## src/rtl/matrix_result_serializer.sv

```systemverilog
// matrix_result_serializer
//   Snapshots the 3x3 multiplier result on each rising edge of `done` and
//   streams it as a byte frame over a valid/ready handshake:
//     SOF_BYTE, c0 .. c(N_ELEM-1) [, checksum]
//   Build option: define SERIALIZER_CHECKSUM_EN to append a mod-2^DATA_W
//   sum of the data bytes as the last byte of every frame.
module matrix_result_serializer #(
   parameter int                DATA_W   = 8,
   parameter int                N_ELEM   = 9,
   parameter logic [DATA_W-1:0] SOF_BYTE = 8'hA5
) (
   input  logic                     clk,
   input  logic                     rst_n,
   input  logic [N_ELEM*DATA_W-1:0] c_flat,
   input  logic                     done,
   output logic [DATA_W-1:0]        tx_data,
   output logic                     tx_valid,
   input  logic                     tx_ready,
   output logic                     busy,
   output logic                     frame_done,
   output logic                     overrun
);

   localparam int               IDX_W    = (N_ELEM > 1) ? $clog2(N_ELEM) : 1;
   localparam logic [IDX_W-1:0] LAST_IDX = IDX_W'(N_ELEM - 1);

   typedef enum logic [1:0] {
      S_IDLE = 2'd0,
      S_HDR  = 2'd1,
`ifdef SERIALIZER_CHECKSUM_EN
      S_DATA = 2'd2,
      S_CSUM = 2'd3
`else
      S_DATA = 2'd2
`endif
   } state_t;

   state_t            state_q, state_d;
   logic              done_q, done_d;
   logic [DATA_W-1:0] snap_q [N_ELEM];
   logic [DATA_W-1:0] snap_d [N_ELEM];
   logic [IDX_W-1:0]  idx_q, idx_d;
   logic              frame_done_q, frame_done_d;
   logic              overrun_q, overrun_d;
`ifdef SERIALIZER_CHECKSUM_EN
   logic [DATA_W-1:0] sum_q, sum_d;
`endif

   logic              start;
   logic              accept;
   logic              last_elem;
   logic              final_accept;
   logic [DATA_W-1:0] cur_elem;

   assign start     = done & ~done_q;
   assign accept    = tx_valid & tx_ready;
   assign last_elem = (idx_q == LAST_IDX);
   assign cur_elem  = snap_q[idx_q];

   // State and datapath registers; reset abandons any frame in flight
   always_ff @(posedge clk or negedge rst_n) begin
      if (!rst_n) begin
         state_q      <= S_IDLE;
         done_q       <= 1'b0;
         idx_q        <= '0;
         frame_done_q <= 1'b0;
         overrun_q    <= 1'b0;
         for (int i = 0; i < N_ELEM; i++) snap_q[i] <= '0;
`ifdef SERIALIZER_CHECKSUM_EN
         sum_q        <= '0;
`endif
      end else begin
         state_q      <= state_d;
         done_q       <= done_d;
         idx_q        <= idx_d;
         frame_done_q <= frame_done_d;
         overrun_q    <= overrun_d;
         for (int i = 0; i < N_ELEM; i++) snap_q[i] <= snap_d[i];
`ifdef SERIALIZER_CHECKSUM_EN
         sum_q        <= sum_d;
`endif
      end
   end

   // Next-state: IDLE -> HDR -> DATA -> [CSUM] -> IDLE, advancing on each accepted byte
   always_comb begin
      state_d = state_q;
      case (state_q)
         S_IDLE: if (start)  state_d = S_HDR;
         S_HDR:  if (accept) state_d = S_DATA;
         S_DATA: begin
            if (accept && last_elem) begin
`ifdef SERIALIZER_CHECKSUM_EN
               state_d = S_CSUM;
`else
               state_d = S_IDLE;
`endif
            end
         end
`ifdef SERIALIZER_CHECKSUM_EN
         S_CSUM: if (accept) state_d = S_IDLE;
`endif
         default: state_d = S_IDLE;
      endcase
   end

   // Datapath: snapshot capture on start, index/checksum advance per data byte, status flags
   always_comb begin
      done_d = done;
      idx_d  = idx_q;
      for (int i = 0; i < N_ELEM; i++) snap_d[i] = snap_q[i];
`ifdef SERIALIZER_CHECKSUM_EN
      sum_d  = sum_q;
`endif

      if (state_q == S_IDLE && start) begin
         for (int i = 0; i < N_ELEM; i++) snap_d[i] = c_flat[i*DATA_W +: DATA_W];
         idx_d = '0;
`ifdef SERIALIZER_CHECKSUM_EN
         sum_d = '0;
`endif
      end else if (state_q == S_DATA && accept) begin
         // Wrap the index at the end so it never addresses past the snapshot
         idx_d = last_elem ? '0 : idx_q + IDX_W'(1);
`ifdef SERIALIZER_CHECKSUM_EN
         sum_d = sum_q + cur_elem;
`endif
      end

`ifdef SERIALIZER_CHECKSUM_EN
      final_accept = accept && (state_q == S_CSUM);
`else
      final_accept = accept && (state_q == S_DATA) && last_elem;
`endif
      frame_done_d = final_accept;
      // Any start seen outside IDLE (including the final-accept cycle) is dropped and flagged
      overrun_d    = overrun_q | (start & (state_q != S_IDLE));
   end

   // Outputs: valid in every non-idle state, byte selected by state
   always_comb begin
      tx_valid   = (state_q != S_IDLE);
      busy       = (state_q != S_IDLE);
      frame_done = frame_done_q;
      overrun    = overrun_q;
      tx_data    = '0;
      case (state_q)
         S_HDR:  tx_data = SOF_BYTE;
         S_DATA: tx_data = cur_elem;
`ifdef SERIALIZER_CHECKSUM_EN
         S_CSUM: tx_data = sum_q;
`endif
         default: tx_data = '0;
      endcase
   end

endmodule

```

## config.mk

```make
export PLATFORM = sky130hd
export DESIGN_NAME = matrix_result_serializer
export DESIGN_NICKNAME = d
export VERILOG_FILES = /design/src/rtl/matrix_result_serializer.sv
export SDC_FILE = /design/constraint.sdc
export NUM_CORES = 1
export LEC_CHECK = 0
export ABC_AREA = 1
export CAP_MARGIN = 10
export CORE_MARGIN = 10
export CORE_UTILIZATION = 51
export CTS_CLUSTER_SIZE = 20
export DETAILED_ROUTE_END_ITERATION = 8
export PLACE_DENSITY = 0.86
export SYNTH_ARGS = -nofsm -noshare
export SYNTH_HDL_FRONTEND = slang
export SYNTH_SLANG_ARGS = --single-unit
```

## constraint.sdc

```tcl
create_clock -name clk -period 1.86 [get_ports clk]
set_input_delay 0.372 -clock clk [delete_from_list [all_inputs] [get_ports clk]]
set_output_delay 0.372 -clock clk [all_outputs]
set_load 0.005 [all_outputs]
```

# Yosys cells after proc, flatten, opt, wreduce, memory -nomap -nowiden
# Cells that the tools add are included.
# classes
magnitude_cmp,1
bitwise_logic,6
muxes,11
reduce_logical,8
addsub,1
eq_ne,6
# ops
op,n
$bmux W8 S4,1
$mux W8,2
$pmux W8 S2,1
$mux W4,3
$mux W2,3
$ne A2 B2 Y1 const B,3
$pmux W2 S3,1
$ge A5 B5 Y1 const B,1
$not A4 Y5,1
$add A4 B1 Y4 const B,1
$eq A4 B4 Y1 const B,1
$logic_and A1 B1 Y1,4
$reduce_bool A2 Y1,2
$and A1 B1 Y1,3
$reduce_and A3 Y1,1
$eq A2 B1 Y1 const B,1
$eq A2 B2 Y1 const B,1
$logic_not A2 Y1,1
$not A1 Y1,1
$or A1 B1 Y1,1
# totals
regBits,81
out_inout_bits,12
input_bits,76

# Depth between registers and ports, before layout
# Gate-level depths: netlist of run 1.
# logic_depth
ltp_word,5
depth_mapped,10
depth_no_buf,9

# Worst setup path before layout of run 1
# OpenSTA, ideal clock, no wires.
# synth_path
path_type,register to output
startpoint,register idx_q[0]
endpoint,output tx_data[1]
required_ns,1.488
path_slack_ns,0.338
stages_incl_launch_ff,5
path_buffers,1
arrival_time_ns,1.150
path_cell_list,dfrtp_1 buf_6 nor4_4 nand2_1 a21oi_1
# synth_via
elab_chain_len,5
# synth_rtl
element,line_no,source
start: declaration,42,"logic [IDX_W-1:0] idx_q, idx_d;"
start signal: assignment,75,idx_q <= idx_d;
$not A4 Y5 (not written as such),58,assign cur_elem = snap_q[idx_q];
$bmux W8 S4,58,
$mux W8 (not written as such) (2 in series),58,
$pmux W8 S2,147,case (state_q)
end: declaration,16,"output logic [DATA_W-1:0] tx_data,"
# No other way between the ends. The select of a mux whose other input is x is not followed.

# Worst setup path in the final report of run 1
# layout_path
startpoint,register idx_q[0]
endpoint,output tx_data[2]
# Same word-level chain as after synthesis.

==> reports/results.env, run 1 <==
FINAL_MAX_SLEW_VIOL_COUNT=0
YOSYS-TOP-CELLS-AREA='sky130_fd_sc_hd__dfrtp_1 51%, sky130_fd_sc_hd__mux2_2 9.2%, sky130_fd_sc_hd__nand2_1 7.5%'
CLK_LATENCY_NS=0.35
CTS_MAX_LEVEL=3
MAXIMUM_ACHIEVABLE_FREQUENCY_MHz=444
VERTICAL_DIE_DIMENSION_UM=108
PORT_BUFFERS=87
WL_PER_CELL_UM=17.8
BOUNDARYPINS=88
GRT_OVERFLOW_TOTAL=0
LARGEST_NET_DEGREE_AT_THE_START_OF_GLOBAL_ROUTING=48
PLACEMENTROWS=31
YOSYS.AREA.TOP_TYPE_SHARE=0.515
SEQ_AREA_FRAC_SYNTH=0.515
INITIAL_UTILIZATION=0.534
TIMING.CRITICAL_PATH.TO='tx_data[2]'
NETLIST_AREA_SQ_UM=3940
SYN_NETS=529
CRITICAL_PATH.STARTPOINT_TYPE='flip-flop'
FILLER_CELL_COUNT=501
TIMING.FINAL.CRIT_PERIOD_NS=2.25
ANTENNA-DIODE-COUNT=0
YS.WARNINGS.COUNT=0
HOLD_VIOLATION_COUNT_IN_THE_FINAL_REPORT=0
POSTSYNTHREGISTERBITS=81
CORE_AREA_SQ_UM=7370
MAX-VDD-IR-DROP_uV=865
PERIOD_SHARE=1.21
CRITICAL_PATH.CELL_CHAIN='buf_6, buf_6, inv_6, nand2_1, nand3_1, nand3_1, nand3_2, nand2_2, nand2_2, nand2_2, buf_6'
DR_TOTAL_VIAS=3565
CTS_TREE='built'
DIE_WIDTH_UM=108
CP.REQUIRED_NS=1.49
SYNTH_CELLS=447
WIRELENGTH_UM=11700
CRITPATHCAPTURETYPE='output port'
GRT_ANTENNA_BEFORE_REPAIR=0
GRT_USAGE=0.196
TIMING.FINAL.SETUP_VIOLATIONS=8
RSZ_0062_RAISED_AFTER_GLOBAL_ROUTING='yes'
CTS-ROOT-BUF='sky130_fd_sc_hd__clkbuf_8'
GRT_FIRST_PASS_WIRELENGTH_UM=18200
WORSTSETUPPATHTYPE='reg2out'
SLEW_HEADROOM=0.680
FF2FF_PATH_DEPTH=9
CTS_SINKS=81
CRITPATHMAXFANOUT=17
RR_ENDPOINT='state_q[0]$_DFFE_PN0P_'
LAYOUT_SETUP_WS_NS=-0.390
CLK_PIN_SLEW_NS=0.09
DRC=0
POWER_PER_CELL_AREA_nW_PER_UM2=1520
P_LEAK_nW=2.58
FLOW.AREA_GROWTH_FROM_SYNTHESIS_PCT=39.1
SYNTH_CELL_TYPE_COUNT=21
DRV_CAP=0
CPPEAKSTAGEDELAY_NS=0.43
DP_HPWL_UM=8190
SYN_AVG_CELL_AREA_SQ_UM=8.81
FAILED_CHECKS='negative setup slack'
CTS_MAX_PATH_BUFFERS=2
MAX_SLEW.WORST_PIN.SLEW_NS=0.479
NUM-NETS-FINAL=636
OUTCOME='finished, violations left'
CRIT-REG2REG-LAUNCH='idx_q[0]$_DFFE_PN0P_'
SKEW_NS=0.00723
HOLD_CLASS='in2async'
NUMCTSBUFFERS=9
DRTPASS1ITERATIONS=6
CRITICAL-PATH-SLOWEST-CELL='sky130_fd_sc_hd__dfrtp_1'
DR.FIRST_ITER.DRC_COUNT=225
VIA_PER_INST=5.43
SYNTH_AREA_LEADER_CELL='sky130_fd_sc_hd__dfrtp_1'
GRT_PASS1_VIAS=3639
PRECTSSETUPSLACK_NS=-0.328
DIE-AREA_SQ_UM=11600
WORST-ENDPOINT-ARRIVAL_NS=1.88
GP_ROUTABILITY_CONGESTION=0.885
POST-ROUTE-UTIL=0.743
SETUP.WORST_PATH.START='idx_q[0]$_DFFE_PN0P_'
POST_ROUTE_CELLS_DRIVE_ABOVE_1_SHARE=0.215
ANT_NETS=0
REG2REG_SLACK_NS=0.12
==> worst min-delay path by stage <==
stage | from | end | slack [ns]
final | rst_n | snap_q[70]$_DFFE_PN0P_ | 0.51
after global routing | rst_n | snap_q[70]$_DFFE_PN0P_ | 0.52
after CTS | snap_q[71]$_DFFE_PN0P_ | snap_q[71]$_DFFE_PN0P_ | 0.51
after detailed placement | rst_n | snap_q[70]$_DFFE_PN0P_ | 0.36
after global placement | rst_n | snap_q[3]$_DFFE_PN0P_ | 0.35
after floorplan | rst_n | done_q$_DFF_PN0_ | 0.08
==> Yosys cell counts (all sizes together) <==
master / instances
xnor2: 1
inv: 51
buf: 22
dfrtp: 81
nor4: 1
o21bai: 1
o211ai: 8
mux2: 32
nand2: 79
ha: 6
xor2: 1
o22ai: 2
nor2: 66
nand3: 40
o21ai: 9
clkbuf: 2
a21oi: 45
==> layout make-up <==
| type | instances | area, sq um | area share |
|---|---|---|---|
| Inverter | 51 | 199 | 0.0363 |
| Clock inverter | 5 | 105 | 0.0192 |
| Clock buffer | 10 | 128 | 0.0233 |
| Sequential cell | 81 | 2030 | 0.370 |
| Multi-Input combinational cell | 291 | 1690 | 0.309 |
| Tap cell | 99 | 124 | 0.0226 |
| Timing Repair Buffer | 120 | 1200 | 0.220 |
==> layer usage <==
metal	vias to the layer above	part of all wire	wire (um)	global-route usage
met1	1729	0.38	4490	0.225
met4	0	0.029	342	0.0697
met2	156	0.51	6040	0.337
met3	33	0.073	859	0.0593
li1	1647	-	-	-
met5	-	0	0	0
==> where the power goes <==
group	switching, mW	leakage (nW)	internal (mW)
clock network	0.631	0.109	0.885
logic	2.13	1.55	1.73
registers	0.399	0.926	2.56
total	3.16	2.58	5.17
==> state kept, by name (all words and copies together) (netlist names) <==
signal	count
done_q	1
frame_done	1
idx_q	4
overrun	1
snap_q	72
state_q	2
==> stage by stage <==
stage | hold WS, ns | instance area (sq um) | total power, mW | std cells | setup TNS [ns]
after global placement | 0.350 | 5030 | 6.10 | 633 | -1.84
after global routing | 0.523 | 5480 | 8.86 | 657 | -3.46
after CTS | 0.513 | 5340 | 7.91 | 655 | -2.13
after detailed placement | 0.358 | 5030 | 6.30 | 633 | -2.30
after floorplan | 0.0764 | 3940 | 5.04 | 447 | 0
final | 0.513 | 5480 | 8.33 | 657 | -2.86
==> cell usage in the layout (no fill, tap or decap), drive strengths merged, types with 3 or more instances in the layout <==
| master | count |
|---|---|
| clkdlybuf4s50 | 76 |
| o21ai | 9 |
| ha | 6 |
| nand2 | 79 |
| nor2 | 66 |
| o211ai | 8 |
| inv | 51 |
| bufinv | 3 |
| clkbuf | 11 |
| buf | 40 |
| dfrtp | 81 |
| mux2 | 32 |
| nand3 | 40 |
| a21oi | 45 |
==> repair_timing <==
action	in CTS	in global routing
hold endpoints to repair	35	0
hold buffers	1	0
buffers inserted	8	2
pin swaps	7	9
gates resized for setup	54	30
gates cloned	0	1
endpoints found under the setup margin	12	10
==> worst max-delay path, delay by kind of cell, from the launching register on <==
kind          cells  cell delay [ns]
buf+inv           4             0.51
flops             1             0.43
simple gates      7             0.59
==> cell families (layout without fill, tap and decap cells) <==
kind of cell             count (synthesis)  after routing  synth area share
AND/OR/NAND/NOR                        186            186             0.196
buffers and inverters                   75            186            0.0855
adder cells (fa/ha/maj)                  6              6            0.0191
multiplexers                            32             32            0.0915
XOR/XNOR                                 2              2           0.00445
AO/OA/AOI/OAI                           65             65            0.0890
flip-flops                              81             81             0.515
No activity file was read; power rests on OpenSTA's default activity.
==> run 2: changes to the inputs <==
--- a/config.mk
+++ b/config.mk
@@ -8,10 +8,10 @@
 export ABC_AREA = 1
 export CAP_MARGIN = 10
 export CORE_MARGIN = 10
-export CORE_UTILIZATION = 51
+export CORE_UTILIZATION = 54
 export CTS_CLUSTER_SIZE = 20
 export DETAILED_ROUTE_END_ITERATION = 8
-export PLACE_DENSITY = 0.86
+export PLACE_DENSITY = 0.9
 export SYNTH_ARGS = -nofsm -noshare
 export SYNTH_HDL_FRONTEND = slang
 export SYNTH_SLANG_ARGS = --single-unit
==> constraint.sdc (replaced) <==
create_clock -name clk -period 2.7 [get_ports clk]
set_input_delay 0.54 -clock clk [delete_from_list [all_inputs] [get_ports clk]]
set_output_delay 0.54 -clock clk [all_outputs]
set_load 0.005 [all_outputs]
==> reports/results.env, run 2 (synthesis results as in run 1) <==
BOUNDARYPINS=88  # unchanged
FINISH.CELL_COUNT_WITHOUT_FILLERS=639  # -2.7%
GRT_FIRST_PASS_WIRELENGTH_UM=17200  # -5.4%
CTS_TREE='built'
WORSTSETUPPATHTYPE='reg2out'
HOLD_VIOLATION_COUNT_IN_THE_FINAL_REPORT=0  # unchanged
VIA_PER_INST=5.24  # -3.5%
SKEW_NS=0.00891  # +0.00168 ns
MAXIMUM_ACHIEVABLE_FREQUENCY_MHz=365
GRT_OVERFLOW_TOTAL=0  # unchanged
LARGEST_NET_DEGREE_AT_THE_START_OF_GLOBAL_ROUTING=52  # +8.3%
INITIAL_UTILIZATION=0.549  # +0.0144
POST_ROUTE_CELLS_DRIVE_ABOVE_1_SHARE=0.135  # -0.0799
ANT_NETS=0  # unchanged
NUMCTSBUFFERS=9  # unchanged
CTS-ROOT-BUF='sky130_fd_sc_hd__clkbuf_8'
TOP_REGISTER='snap_q'
GRT_PASS1_VIAS=3574  # -1.8%
TIMING.FINAL.CRIT_PERIOD_NS=2.74
WORST-ENDPOINT-ARRIVAL_NS=2.20  # +0.32 ns
CTS_SINKS=81  # unchanged
PLACEMENT.CELL_AREA_SQ_UM=4890  # -2.8%
CRITICAL_PATH.STARTPOINT_TYPE='flip-flop'
GRT_USAGE=0.189  # -0.00701
POWER_PER_CELL_AREA_nW_PER_UM2=1010  # -34%
CTS_MAX_LEVEL=3  # unchanged
DRTPASS1ITERATIONS=4  # -2
MOSTFREQUENTLAYOUTCELL='sky130_fd_sc_hd__clkdlybuf4s50_1'
LARGEST_REGISTERS_IN_THE_FINAL_LAYOUT='snap_q (72), idx_q (4), state_q (2)'
PLACEMENTROWS=31  # unchanged
LARGEST_REGISTER_FF_COUNT=72  # unchanged
OUTCOME='finished, violations left'
LAYOUT_COMMON_CELLS='80 x sky130_fd_sc_hd__clkdlybuf4s50_1, 79 x sky130_fd_sc_hd__nand2_1, 78 x sky130_fd_sc_hd__dfrtp_1'
DIE-AREA_SQ_UM=11100  # -4.5%
MAX_SLEW.WORST_PIN.SLEW_NS=0.658  # +0.178 ns
CTS_MAX_PATH_BUFFERS=2  # unchanged
RSZ_0062_RAISED_AFTER_GLOBAL_ROUTING='yes'
CRITPATHMAXFANOUT=7  # -10
CLK_PIN_SLEW_NS=0.08  # about the same
CORE_AREA_SQ_UM=7180  # -2.6%
FINAL_MAX_SLEW_VIOL_COUNT=0  # unchanged
MAX-VDD-IR-DROP_uV=595  # -31%
GP_ROUTABILITY_CONGESTION=0.803  # -9.3%
ANTENNA-DIODE-COUNT=0  # unchanged
TOTAL_POWER_mW=5.24  # -37%
P_LEAK_nW=2.50  # -3.1%
CLK_LATENCY_NS=0.35  # about the same
HOLD_CLASS='in2async'
DIE_WIDTH_UM=105  # -2.3%
PORT_BUFFERS=87  # unchanged
DR_TOTAL_VIAS=3347  # -6.1%
NUM-NETS-FINAL=617  # -3.0%
CRITPATHCAPTURETYPE='output port'
DR.FIRST_ITER.DRC_COUNT=194  # -14%
DESIGN_AREA_SQ_UM=5190  # -5.2%
VERTICAL_DIE_DIMENSION_UM=105  # -2.3%
FINAL.HOLD.WORST_SLACK_NS=0.195  # -0.318 ns
SLEW_HEADROOM=0.562  # -0.119
DP_CELLS=619  # -2.2%
DRC=0  # unchanged
FAILED_CHECKS='negative setup slack'
FLOW.AREA_GROWTH_FROM_SYNTHESIS_PCT=31.9
TIMING.FINAL.SETUP_VIOLATIONS=2  # -6
PERIOD_SHARE=1.01
DRV_CAP=0  # unchanged
GRT_ANTENNA_BEFORE_REPAIR=0  # unchanged
DP_HPWL_UM=7620  # -7.0%
CP.REQUIRED_NS=2.16  # +0.67 ns
LAYOUT_SETUP_WS_NS=-0.0396  # +0.351 ns
FILLER_CELL_COUNT=493  # -1.6%
WL_PER_CELL_UM=16.1  # -9.5%
WIRELENGTH_UM=10300  # -12%
[run 2: cell types whose count changed in the layout (fill, tap and decap cells not counted), sizes merged]
| cell | change |
|---|---|
| buf | -25 |
| clkbuf | +1 |
| clkdlybuf4s50 | +4 |
| dlygate4sd2 | -2 |
| bufinv | -1 |
| dlymetal6s2s | +6 |
| dlygate4sd3 | -1 |
[run 2: final timing paths]
kind / from / to / slack, ns / depth (start not counted)
worst max-delay path: idx_q[0]$_DFFE_PN0P_ / tx_data[3] / -0.04 / 6
worst min-delay path: rst_n / snap_q[64]$_DFFE_PN0P_ / 0.19 / 1
worst max register to register: state_q[0]$_DFFE_PN0P_ / snap_q[63]$_DFFE_PN0P_ / 0.81 / 7
worst min register to register: overrun$_DFF_PN0_ / overrun$_DFF_PN0_ / 0.50 / 1
max in group asynchronous: rst_n / snap_q[31]$_DFFE_PN0P_ / 1.80 / 2
min in group clk: overrun$_DFF_PN0_ / overrun$_DFF_PN0_ / 0.50 / 1
[run 2: power breakdown]
part           switching, mW  total [mW]  internal, mW
logic                   1.21        2.19         0.987
clock network          0.440        1.01         0.572
registers              0.272        2.04          1.77
[run 2: through the flow]
stage	worst slack, ns	setup TNS, ns	utilization
floorplan	1.01	0	-
global placement	0.286	0	0.682
detailed placement	0.236	0	0.682
CTS	-0.0502	-0.145	0.719
global route	-0.144	-0.256	0.724
finish	-0.0396	-0.0634	0.724
[run 2: timing repair]
item,in CTS,in global routing
endpoints found under the setup margin,8,8
gates resized for setup,8,7
buffers inserted,2,2
endpoints found under the hold margin,0,0
hold buffers,0,0
pin swaps,1,0
[run 2: final cells by class]
class | count | area [sq um] | area share
Sequential cell | 81 | 2030 | 0.391
Clock inverter | 4 | 75.1 | 0.0145
Tap cell | 99 | 124 | 0.0239
Timing Repair Buffer | 101 | 1020 | 0.197
Multi-Input combinational cell | 291 | 1590 | 0.306
Inverter | 51 | 194 | 0.0373
Clock buffer | 12 | 155 | 0.0299
[run 2: metal layers]
layer / vias to the layer above / wire [um] / GRT usage
met5: - / 0 / 0
met4: 0 / 256 / 0.0775
met3: 20 / 497 / 0.0396
met2: 106 / 5340 / 0.332
met1: 1612 / 4230 / 0.219
li1: 1609 / - / -
[run 2: worst max-delay path, stage by stage, from the launching register on]
cell                              delay (ns)
sky130_fd_sc_hd__dfrtp_2                0.47
sky130_fd_sc_hd__buf_4                  0.17
sky130_fd_sc_hd__nor4_4                 0.25
sky130_fd_sc_hd__buf_4                  0.19
sky130_fd_sc_hd__nand2_1                0.08
sky130_fd_sc_hd__a21oi_2                0.16
sky130_fd_sc_hd__clkdlybuf4s50_1        0.52
==> run 3: changes to the inputs <==
--- a/config.mk
+++ b/config.mk
@@ -7,11 +7,12 @@
 export LEC_CHECK = 0
 export ABC_AREA = 1
 export CAP_MARGIN = 10
-export CORE_MARGIN = 10
-export CORE_UTILIZATION = 54
+export CORE_MARGIN = 2
+export CORE_UTILIZATION = 58
 export CTS_CLUSTER_SIZE = 20
 export DETAILED_ROUTE_END_ITERATION = 8
-export PLACE_DENSITY = 0.9
+export DONT_BUFFER_PORTS = 1
+export PLACE_DENSITY = 0.79
 export SYNTH_ARGS = -nofsm -noshare
 export SYNTH_HDL_FRONTEND = slang
 export SYNTH_SLANG_ARGS = --single-unit
==> reports/results.env, run 3 (synthesis results as in run 1) <==
OUTCOME='complete, no violations'
RSZ_0062_RAISED_AFTER_GLOBAL_ROUTING='no'
CELL_CLASS_CONTRIBUTING_THE_BIGGEST_SHARE_OF_WORST_PATH_DELAY='simple AND/OR/NAND/NOR gates'
SKEW_NS=0.00848  # -0.000431 ns
TOTAL_POWER_mW=4.98  # -5.1%
CRITPATHMAXFANOUT=13  # +6
MAXIMUM_ACHIEVABLE_FREQUENCY_MHz=409  # +12%
TIMING.FINAL.CRIT_PERIOD_NS=2.44  # -0.297 ns
PERIOD_SHARE=0.905  # -0.110
CRITPATHCAPTURETYPE='output port'
VERTICAL_DIE_DIMENSION_UM=86.4  # -18%
DR_TOTAL_VIAS=2897  # -13%
BOUNDARYPINS=88  # unchanged
MAX_SLEW.WORST_PIN.SLEW_NS=0.540  # -0.117 ns
CORE_AREA_SQ_UM=6680  # -6.9%
MAX-VDD-IR-DROP_uV=629  # +5.8%
POST_ROUTE_CELLS_DRIVE_ABOVE_1_SHARE=0.133  # -0.00260
CTS_MAX_LEVEL=3  # unchanged
HOLD_VIOLATION_COUNT_IN_THE_FINAL_REPORT=0  # unchanged
SLEW_HEADROOM=0.637  # +0.0754
INITIAL_UTILIZATION=0.589  # +0.0406
GRT_ANTENNA_BEFORE_REPAIR=0  # unchanged
LARGEST_NET_DEGREE_AT_THE_START_OF_GLOBAL_ROUTING=82  # +58%
CRITICAL_PATH.STARTPOINT_TYPE='flip-flop'
FLOW.AREA_GROWTH_FROM_SYNTHESIS_PCT=7.21
CRITICAL_PATH.CELL_CHAIN='buf_4, nor4_4, nand2_1, nand2_1, nand2_1, nand2_1'
LARGEST_REGISTER_FF_COUNT=72  # unchanged
CRITICAL-PATH-SLOWEST-CELL='sky130_fd_sc_hd__dfrtp_1'
HOLD_CLASS='in2async'
ANTENNA-DIODE-COUNT=0  # unchanged
CPPEAKSTAGEDELAY_NS=0.52  # about the same
WL_PER_CELL_UM=16.3  # +1.0%
ANT_NETS=0  # unchanged
POWER_PER_CELL_AREA_nW_PER_UM2=1180  # +17%
CRIT_PATH_FREQUENT_CELL='sky130_fd_sc_hd__nand2_1'
WORSTPATHBUFFERINVERTERCOUNT=1  # -2
CLK_LATENCY_NS=0.36  # about the same
WORST-ENDPOINT-ARRIVAL_NS=1.90  # -0.30 ns
P_LEAK_nW=2.04  # -19%
PRECTSSETUPSLACK_NS=0.663  # +0.427 ns
SETUP_TOTAL_NEGATIVE_SLACK_NS=0  # +0.0634 ns
CTS_SINKS=81  # unchanged
GRT_PASS1_VIAS=2936  # -18%
GRT_OVERFLOW_TOTAL=0  # unchanged
DRC=0  # unchanged
DRV_CAP=0  # unchanged
POST_CTS_RESIZE_COUNT=0  # -8
LAYOUT_COMMON_CELLS='81 x sky130_fd_sc_hd__dfrtp_1, 79 x sky130_fd_sc_hd__nand2_1, 66 x sky130_fd_sc_hd__nor2_1'
VIA_PER_INST=5.52  # +5.3%
CP.REQUIRED_NS=2.16  # about the same
GRT_FIRST_PASS_WIRELENGTH_UM=14000  # -18%
WIRELENGTH_UM=8560  # -17%
GP_ROUTABILITY_CONGESTION=0.917  # +14%
FINAL_MAX_SLEW_VIOL_COUNT=0  # unchanged
WORSTSETUPPATHTYPE='reg2out'
PLACEMENTROWS=30  # -3.2%
TOP_REGISTER='snap_q'
DIE_WIDTH_UM=86.4  # -18%
LARGEST_REGISTERS_IN_THE_FINAL_LAYOUT='snap_q (72), idx_q (4), state_q (2)'
DRTPASS1ITERATIONS=5  # +1
DP_HPWL_UM=6170  # -19%
CLK_PIN_SLEW_NS=0.08  # about the same
COUNT_OF_HOLD_FIX_BUFFERS_INSERTED_AT_CTS=1  # +1
PORT_BUFFERS=0  # -100%
LAYOUT_SETUP_WS_NS=0.257  # +0.297 ns
DR.FIRST_ITER.DRC_COUNT=197  # +1.5%
MOSTFREQUENTLAYOUTCELL='sky130_fd_sc_hd__dfrtp_1'
NUM-NETS-FINAL=522  # -15%
TIMING.FINAL.SETUP_VIOLATIONS=0  # -2
DIE-AREA_SQ_UM=7460  # -33%
GRT_USAGE=0.249  # +0.0596
POST_CTS.REPAIR.SETUP_BUFFERS=0  # -2
NUMCTSBUFFERS=9  # unchanged
CTS_TREE='built'
CTS-ROOT-BUF='sky130_fd_sc_hd__clkbuf_8'
CTS_MAX_PATH_BUFFERS=2  # unchanged
## run 3: cell types whose count changed in the layout (fill, tap and decap cells not counted), moves of 2 or more
| cell | change |
|---|---|
| sky130_fd_sc_hd__dfrtp_2 | -3 |
| sky130_fd_sc_hd__a21oi_1 | +2 |
| sky130_fd_sc_hd__dfrtp_1 | +3 |
| sky130_fd_sc_hd__buf_4 | -7 |
| sky130_fd_sc_hd__dlymetal6s2s_1 | -6 |
| sky130_fd_sc_hd__clkdlybuf4s50_1 | -80 |
| sky130_fd_sc_hd__a21oi_2 | -2 |
## run 3: power by group
part | total [mW] | leakage [nW] | internal, mW | switching (mW)
Clock | 1.08 | 0.120 | 0.638 | 0.445
Combinational | 1.87 | 0.991 | 0.731 | 1.13
Sequential | 2.03 | 0.926 | 1.76 | 0.264
Total | 4.98 | 2.04 | 3.13 | 1.84
## run 3: worst register-to-register path: stages, from the launching register on
cell                      delay [ns]
sky130_fd_sc_hd__dfrtp_1        0.39
sky130_fd_sc_hd__buf_4          0.20
sky130_fd_sc_hd__inv_2          0.24
sky130_fd_sc_hd__ha_1           0.20
sky130_fd_sc_hd__nand3_1        0.11
sky130_fd_sc_hd__o21ai_0        0.35
sky130_fd_sc_hd__o21ai_0        0.14
## run 3: path summary, 6_finish.rpt
path	from	end	slack, ns	depth (start not counted)
hold reg to reg	snap_q[60]$_DFFE_PN0P_	snap_q[60]$_DFFE_PN0P_	0.51	1
hold / removal	rst_n	snap_q[55]$_DFFE_PN0P_	0.05	1
max in group asynchronous	rst_n	snap_q[2]$_DFFE_PN0P_	2.30	1
min in group clk	done	done_q$_DFF_PN0_	0.20	0
setup / recovery	idx_q[1]$_DFFE_PN0P_	tx_data[5]	0.26	6
setup reg to reg	idx_q[0]$_DFFE_PN0P_	state_q[1]$_DFFE_PN0P_	0.95	6
## run 3: per-layer routing
layer,part of all wire,wire length [um],vias up,track usage
li1,-,-,1419,-
met1,0.41,3500,1364,0.307
met2,0.51,4370,99,0.408
met3,0.059,509,15,0.0733
met4,0.023,193,0,0.107
met5,0,0,-,0
## run 3: stage by stage
stage          instances  hold WS (ns)  area [sq um]  utilization
3_5_place_dp         508         0.246          3950        0.591
6_report             525        0.0507          4220        0.632
4_1_cts              525        0.0860          4220        0.632
5_1_grt              525        0.0875          4220        0.632
3_3_place_gp         508         0.247          3950        0.591
2_1_floorplan        447         0.244          3940            -
## run 3: layout make-up
type	instances	area (sq um)
Clock buffer	11	141
Fill cell	566	2460
Sequential cell	81	2030
Tap cell	80	100
Clock inverter	5	103
Timing Repair Buffer	6	77.6
Inverter	51	191
Multi-Input combinational cell	291	1580
==> edit, RTL diff (flow settings as in run 1) <==
The parameter `SOF_BYTE` goes from 8'hA5 to 8'h80.
--- a/src/rtl/matrix_result_serializer.sv
+++ b/src/rtl/matrix_result_serializer.sv
@@ -7,7 +7,7 @@
 module matrix_result_serializer #(
    parameter int                DATA_W   = 8,
    parameter int                N_ELEM   = 9,
-   parameter logic [DATA_W-1:0] SOF_BYTE = 8'hA5
+   parameter logic [DATA_W-1:0] SOF_BYTE = 8'h80
 ) (
    input  logic                     clk,
    input  logic                     rst_n,
Behaviour: not the same (a bounded check fails within 4 cycles, from zero or initial values and one cycle with rst_n low).
==> edit against run 1 <==
- the flow still finishes with violations (setup timing)
- register-to-register slack improved by 0.04 ns
- global-route usage increased by 1.6 points
- critical endpoint is now tx_data[0]
- die area decreased by 0.75%
- critical path depth decreased by 3
- wire length increased by 2.9%
- largest power group unchanged
- sequential share of layout area decreased by 0.85 points
- synthesized area decreased by 0.92%
- synthesized cell count decreased by 7.8%
- largest cell class unchanged
- setup slack got worse by 0.014 ns
- sequential cell count unchanged
- count of clock-buffer cells in the layout increased by 1
- core utilization increased by 2.2 points
- total power increased by 0.21%
- cell area increased by 2.4%
==> edit: results (changes against run 1) <==
status: "finished with violations"
violations: "setup timing"
gr-usage-met2: 0.368  # +0.0313
synthAdderAreaFrac: 0.0192  # +0.000177
setup_viol: 8  # unchanged
grt.total_usage: 0.212  # +0.0160
crit_family: "buffers and inverters"
met1_usage: 0.239  # +0.0143
synth_compound_area_frac: 0.0917  # +0.00275
drtIter0Drc: 243  # +8.0%
num_vias: 3553  # -0.34%
synth_top_cells_by_area: "dfrtp_1 (52%), mux2_2 (13%), nor2_1 (5.8%), nand2_1 (5.5%), a21oi_1 (4.6%)"
finalWorstSetupSlack_ns: -0.404  # -0.0138 ns
ir_drop_uv: 713  # -18%
grt_pass1_wl_mm: 19.3  # +6.5%
synthMuxAreaShare: 0.127  # +0.0355
wire_per_inst_um: 18.8  # +5.5%
synth_xor_area_frac: 0.00449  # +0.0000414
ys_seq_area_frac: 0.520  # +0.00479
tightestPinTransition_ns: 0.639  # +0.159 ns
slowest_delay_ns: 0.47  # +0.04 ns
use_met3: 0.0503  # -0.00898
gp_congestion: 0.905  # +2.2%
grt_pass1_vias: 3854  # +5.9%
p_sw_mw: 3.07  # -2.9%
fill_cells: 432  # -14%
cp_max_fo: 4  # -13
yosys-top-cells-count: "dfrtp_1 (81), nor2_1 (60), nand2_1 (57), mux2_2 (44), inv_1 (37)"
place_ws_ns: -0.332  # -0.00344 ns
synth_nets: 494  # -6.6%
synth_cell_types: 22  # +4.8%
nets: 619  # -2.7%
hpwl_mm: 7.82  # -4.6%
-- edit: cell count changes after synthesis, moves of 4 or more --
cell,before,now
a21oi_1,45,36
inv_1,47,37
mux2_2,32,44
nand2_1,79,57
nand3_1,39,35
nor2_1,66,60
o211ai_1,8,14
-- edit: final cells by class --
cell class              instances  area (sq um)  share of cell area
flip-flops and latches         81          2030               0.362
multi-input cells             268          1710               0.305
repair buffers                137          1380               0.245
inverters                      40           153              0.0272
clock buffers                  11           141              0.0252
well taps                      99           124              0.0221
clock inverters                 5          78.8              0.0141
-- edit: through the flow --
stage / setup TNS (ns) / util / cell area, sq um / hold WS (ns) / cells
floorplan: 0 / - / 3900 / 0.0764 / 412
global placement: -2.07 / 0.694 / 5090 / 0.424 / 608
detailed placement: -2.38 / 0.694 / 5090 / 0.435 / 608
CTS: -2.67 / 0.758 / 5560 / 0.0419 / 640
global route: -3.49 / 0.765 / 5610 / 0.0634 / 641
finish: -3.09 / 0.765 / 5610 / 0.0259 / 641
-- edit: kinds of logic after synthesis --
group           count (synthesis)
compound gates                 63
flops                          81
fa+ha+maj                       6
buf+inv                        63
simple gates                  153
mux                            44
xor+xnor                        2
-- edit: layer usage --
layer	share of wire	vias to the layer above	wire length (um)
li1	-	1608	-
met2	0.51	196	6150
met1	0.38	1704	4620
met5	0	-	0
met3	0.070	45	845
met4	0.037	0	451
-- edit: power by group through the flow --
stage	clock (mW)	sequential, mW	combinational, mW
after global placement	0	2.99	2.94
after global routing	1.53	3.10	4.19
after CTS	1.45	2.98	3.61
after floorplan	0	2.86	2.08
after detailed placement	0	3.02	3.08
final	1.45	3.04	3.86
-- edit: final timing paths --
check	startpoint	endpoint	slack, ns
worst max-delay path	idx_q[0]$_DFFE_PN0P_	tx_data[0]	-0.40
worst min-delay path	rst_n	snap_q[47]$_DFFE_PN0P_	0.03
worst max register to register	idx_q[1]$_DFFE_PN0P_	state_q[0]$_DFFE_PN0P_	0.16
worst min register to register	overrun$_DFF_PN0_	overrun$_DFF_PN0_	0.47
max in group asynchronous	rst_n	snap_q[29]$_DFFE_PN0P_	1.25
min in group clk	overrun$_DFF_PN0_	overrun$_DFF_PN0_	0.47
-- edit: timing repair --
item | 4_1_cts | 5_1_grt
endpoints found under the setup margin | 10 | 8
pin swaps | 24 | 8
setup buffers | 13 | 1
resized for setup | 64 | 12
gates cloned | 3 | 0
